## src/rtl/flag_pkg.sv

```systemverilog
// Shared constants for the flag register unit.
// Flag bit positions and branch-condition encodings.
package flag_pkg;

  localparam int FLAG_W     = 5;
  localparam int NEST_DEPTH = 2;

  localparam int ZF = 0;
  localparam int SF = 1;
  localparam int CF = 2;

  typedef enum logic [1:0] {
    BR_JMP = 2'b00,
    BR_JZ  = 2'b01,
    BR_JN  = 2'b10,
    BR_JC  = 2'b11
  } br_cond_e;

  // Flag bit tested by a conditional branch.
  function automatic logic [1:0] cond_bit(
    input br_cond_e c
  );
    logic [1:0] b;
    b = 2'(ZF);
    case (c)
      BR_JN:   b = 2'(SF);
      BR_JC:   b = 2'(CF);
      default: b = 2'(ZF);
    endcase
    return b;
  endfunction

endpackage

```

## src/rtl/flag_shadow_stack.sv

```systemverilog
// LIFO of saved flag vectors for nested interrupts.
// Caller qualifies push/pop; full/empty are guarded again here.
module flag_shadow_stack #(
  parameter int W     = 5,
  parameter int DEPTH = 2,
  parameter int PW    = $clog2(DEPTH + 1)
) (
  input  logic          clk,
  input  logic          rst_n,
  input  logic          push,
  input  logic          pop,
  input  logic [W-1:0]  data,
  output logic [W-1:0]  top,
  output logic [PW-1:0] ptr,
  output logic          empty,
  output logic          full
);

  logic [W-1:0] mem [DEPTH];

  assign empty = (ptr == '0);
  assign full  = (ptr == PW'(DEPTH));

  // Entry addressed by ptr-1 is the top of the stack.
  always_comb begin
    top = '0;
    for (int i = 0; i < DEPTH; i++) begin
      if (ptr == PW'(i + 1)) top = mem[i];
    end
  end

  // Pointer and storage update; reset wipes every entry.
  always_ff @(posedge clk or negedge rst_n) begin
    if (!rst_n) begin
      ptr <= '0;
      for (int i = 0; i < DEPTH; i++) mem[i] <= '0;
    end else if (push && !pop && !full) begin
      for (int i = 0; i < DEPTH; i++) begin
        if (ptr == PW'(i)) mem[i] <= data;
      end
      ptr <= ptr + PW'(1);
    end else if (pop && !push && !empty) begin
      ptr <= ptr - PW'(1);
    end
  end

endmodule

```

## src/rtl/flag_register_unit.sv

```systemverilog
// Flag register with branch resolve and interrupt shadow stack.
// Define FLAG_BYPASS_EN to resolve branches on same-cycle ALU flags.
module flag_register_unit #(
  parameter int FLAG_W     = flag_pkg::FLAG_W,
  parameter int NEST_DEPTH = flag_pkg::NEST_DEPTH
) (
  input  logic              clk,
  input  logic              rst_n,
  input  logic [FLAG_W-1:0] alu_flags_in,
  input  logic              flags_we,
  input  logic              br_valid,
  input  logic [1:0]        br_cond,
  input  logic              int_save,
  input  logic              int_restore,
  output logic [FLAG_W-1:0] flags_out,
  output logic              br_taken,
  output logic              stack_empty,
  output logic              stack_full,
  output logic              stack_err
);

  import flag_pkg::*;

  localparam int PW = $clog2(NEST_DEPTH + 1);

  logic [FLAG_W-1:0] flags_q;
  logic [FLAG_W-1:0] flags_d;
  logic [FLAG_W-1:0] eff;
  logic [FLAG_W-1:0] eval;
  logic [FLAG_W-1:0] mask;
  logic [FLAG_W-1:0] top;
  logic [PW-1:0]     ptr;
  logic              empty;
  logic              full;
  logic              is_jmp;
  logic              sel;
  logic              clr;
  logic              do_push;
  logic              do_pop;
  logic              err_set;
  logic              err_q;

  assign eff = flags_we ? alu_flags_in : flags_q;

`ifdef FLAG_BYPASS_EN
  assign eval = eff;
`else
  assign eval = flags_q;
`endif

  assign is_jmp   = (br_cond_e'(br_cond) == BR_JMP);
  assign mask     = FLAG_W'(1) << cond_bit(br_cond_e'(br_cond));
  assign sel      = |(eval & mask);
  assign br_taken = br_valid & (is_jmp | sel);
  assign clr      = br_valid & ~is_jmp & sel;

  assign do_push = int_save & ~int_restore & ~full;
  assign do_pop  = int_restore & ~int_save & ~empty;
  assign err_set = (int_save & int_restore)
                 | (int_save & full)
                 | (int_restore & empty);

  // Next flags: restore first, then clear/write order by config.
  always_comb begin
    flags_d = flags_q;
    if (do_pop) begin
      flags_d = top;
`ifdef FLAG_BYPASS_EN
    end else if (clr) begin
      flags_d = eval & ~mask;
    end else if (flags_we) begin
      flags_d = alu_flags_in;
`else
    end else if (flags_we) begin
      flags_d = alu_flags_in;
    end else if (clr) begin
      flags_d = eval & ~mask;
`endif
    end
  end

  // Flag register and sticky stack protocol error.
  always_ff @(posedge clk or negedge rst_n) begin
    if (!rst_n) begin
      flags_q <= '0;
      err_q   <= 1'b0;
    end else begin
      flags_q <= flags_d;
      if (err_set) err_q <= 1'b1;
    end
  end

  flag_shadow_stack #(
    .W     (FLAG_W),
    .DEPTH (NEST_DEPTH),
    .PW    (PW)
  ) u_stack (
    .clk   (clk),
    .rst_n (rst_n),
    .push  (do_push),
    .pop   (do_pop),
    .data  (eff),
    .top   (top),
    .ptr   (ptr),
    .empty (empty),
    .full  (full)
  );

  assign flags_out   = flags_q;
  assign stack_empty = empty;
  assign stack_full  = full;
  assign stack_err   = err_q;

endmodule

```

## config.mk

```make
export PLATFORM = sky130hd
export DESIGN_NAME = flag_register_unit
export DESIGN_NICKNAME = d
export VERILOG_FILES = /design/src/rtl/flag_pkg.sv /design/src/rtl/flag_shadow_stack.sv /design/src/rtl/flag_register_unit.sv
export SDC_FILE = /design/constraint.sdc
export NUM_CORES = 1
export LEC_CHECK = 0
export ABC_AREA = 1
export ABC_CLOCK_PERIOD_IN_PS = 4700
export BUFFER_PORTS_ARGS = -buffer_cell sky130_fd_sc_hd__buf_2
export CAP_MARGIN = 20
export CORE_UTILIZATION = 55
export DETAILED_ROUTE_END_ITERATION = 7
export GPL_TIMING_DRIVEN = 0
export PLACE_DENSITY = 0.83
export SLEW_MARGIN = 30
export SYNTH_ARGS = -nofsm -noshare
export SYNTH_HDL_FRONTEND = slang
export SYNTH_HIERARCHICAL = 1
export SYNTH_SLANG_ARGS = --single-unit
```

## constraint.sdc

```tcl
create_clock -name clk -period 4.7 [get_ports clk]
set_input_delay 0.94 -clock clk [delete_from_list [all_inputs] [get_ports clk]]
set_output_delay 0.94 -clock clk [all_outputs]
set_load 0.02 [all_outputs]
```

==> impl_metrics.json <==
{
  "status": "complete, no violations",
  "critPathMaxFanout": 6,
  "grt-ovfl-total": 0,
  "finalCritPeriodShare_pct": 54.8,
  "reg2reg_from": "u_stack/ptr[0]",
  "worstHoldPathType": "flop to flop",
  "async_reset_ff_share_pct": 100,
  "wl_per_cell_um": 12.1,
  "ant_nets": 0,
  "cts_buffer_depth": 2,
  "power_density_nw_per_um2": 532,
  "worstPathCellList": "buf_2 -> inv_2 -> nand2_2 -> nand3_2 -> o21ai_1 -> inv_1 -> buf_2",
  "cp-start-kind": "primary input",
  "yosysTopAreaCell": "dfrtp_1",
  "vias": 1043,
  "worst_ep_arrival_time_ns": 1.63,
  "synth_seq_cells": 18,
  "finalClockSkew_ns": 0.00537,
  "syn_area_um2": 1080,
  "first_pass_iters": 4,
  "yosysMostFrequentCell": "nand2_1",
  "end_kind": "output port",
  "coreArea_um2": 1780,
  "syn-mean-instance-area_um2": 7.56,
  "layout.nets": 185,
  "gp_congestion": 0.865,
  "die_w_um": 46.3,
  "postCtsSetupBuffers": 0,
  "diodes": 0,
  "synthDistinctLibCells": 19,
  "io_buffers": 21,
  "nFillCells": 144,
  "cp_top_family": "buffers and inverters",
  "grt_pass1_wl_um": 3760,
  "cts_made_buffers": 3,
  "synthTopCellsByArea": "dfrtp_1 (42%), nand2_1 (15%), inv_1 (6.9%)",
  "fmax_mhz": 388,
  "peakVddDrop_v": 0.000312,
  "io_pins": 22,
  "die_y_um": 46.3,
  "finalSetupViolations": 0,
  "synth_nets": 159,
  "place_ws_ns": 2.14,
  "tritoncts": "yes",
  "remaining_drc_errors": 0,
  "root_buffer": "clkbuf_4",
  "htree_levels": 1,
  "grt_max_degree": 19,
  "hold_viol": 0,
  "p_leak_nw": 0.693,
  "critical_path.startpoint": "br_cond[1]",
  "drv_cap": 0,
  "synth_edf_count": 0,
  "cts.clk_slew.worst_paths_ns": 0.10,
  "die-area_um2": 2150,
  "row_count": 15,
  "initial_core_util_pct": 60.6,
  "rsz0062_at_grt": "no",
  "drv_slew": 0,
  "cp.required_ns": 3.76,
  "hold_buffers": 0,
  "ys_seq_area_share_pct": 41.7,
  "clock_sinks": 18,
  "crit_type": "primary input to output port",
  "period_needed_ns": 2.57,
  "hpwl_um": 1750,
  "area_delta_synth_final_pct": 16.0,
  "min_from": "stack_err",
  "gr-usage-all-layers_pct": 24.7,
  "yosys_warnings": 6,
  "cpPeakStageDelay_ns": 0.15,
  "crit_buf_inv": 4,
  "crit_path_top_delay_cell": "buf_2",
  "layout_setup_ws_ns": 2.13,
  "antenna_found_initial": 0,
  "synthFlopType": "dfrtp_1",
  "cts_resized": 0,
  "tightest_slew_ns": 0.401,
  "wirelength_um": 2330,
  "drive_gt1_share_pct": 27.4,
  "clock_latency_ns": 0.29,
  "slew_headroom_pct": 73.3,
  "critPathMostFrequentCell": "buf_2",
  "synthCells": 143,
  "fin_tns_setup_ns": 0,
  "drt_iter0_markers": 29,
  "yosys-top-cells-count": "nand2_1 (44), inv_1 (20), dfrtp_1 (18)",
  "grt_pass1_vias": 935,
  "via_per_inst": 5.40,
  "netlist.area_leader.share_pct": 41.7
}
==> kinds of logic (layout without fill, tap and decap cells) <==
family	after synthesis	after routing	share of synthesized area, %
AND/OR/NAND/NOR	76	76	35.9
AO/OA/AOI/OAI	19	19	9.61
adder cells (fa/ha/maj)	3	3	3.47
buffers and inverters	27	52	9.38
flip-flops	18	18	41.7
==> worst register-to-register path: stages, from the launching register on <==
cell and delay, ns:
dfrtp_1 0.38, inv_1 0.08, ha_1 0.24, nor3_1 0.34, inv_2 0.07, nor2_2 0.12, inv_2 0.06, nor2_4 0.19
nand2_1 0.08, o21ai_0 0.09
==> worst paths after layout <==
path,end,slack [ns],cells past startpoint
min reg2reg,stack_err,0.48,1
min,stack_err,0.48,1
max reg2reg,u_stack/mem[0],2.97,9
min in group asynchronous,u_stack/mem[2],0.56,1
max in group asynchronous,u_stack/ptr[0],3.86,1
max,br_taken,2.13,7
==> final cells by class <==
cell class,instances,area [um2],area share [%]
multi-input cells,98,529,42.2
flip-flops and latches,18,450,35.9
repair buffers,21,105,8.38
inverters,27,101,8.08
clock buffers,4,36.3,2.89
well taps,25,31.3,2.50
==> sequential cells by signal (all words and copies together) (netlist names) <==
register / flops
stack_err: 1
u_stack/ptr: 2
flags_out: 5
u_stack/mem: 10
==> layer usage <==
layer  GRT usage [%]  part of all wire (%)
met1            30.4                    42
met2            41.9                    52
met5               0                     0
met3            3.53                   5.6
met4            11.2                  0.73
==> through the flow <==
stage | cell area [um2] | cells | utilization, % | power (mW) | hold slack [ns]
final | 1250 | 193 | 70.3 | 0.667 | 0.483
after global placement | 1220 | 189 | 68.3 | 0.554 | 0.451
after detailed placement | 1220 | 189 | 68.3 | 0.569 | 0.460
after global routing | 1250 | 193 | 70.3 | 0.720 | 0.529
after CTS | 1250 | 193 | 70.3 | 0.670 | 0.488
after floorplan | 1080 | 143 | - | 0.486 | 0.469
==> cell usage in the layout (no fill, tap or decap) <==
cell and n:
inv_2 7, nor2_4 3, nand2_2 5, nand3b_4 1
nand3_1 13, o22ai_1 5, nand2_4 2, nand3_2 2
clkbuf_8 1, nor2_2 1, dfrtp_1 18, a31oi_1 2
clkbuf_4 3, nand2_1 44, nor2_1 3, o21ai_1 1
o21ai_0 11, inv_1 20, buf_2 21, ha_1 3
nor3_1 1, nand3b_1 1
==> power breakdown <==
part,internal (mW),switching [mW]
registers,0.219,0.0312
clock network,0.0472,0.0472
logic,0.111,0.211
No activity file was read; power rests on OpenSTA's default activity.
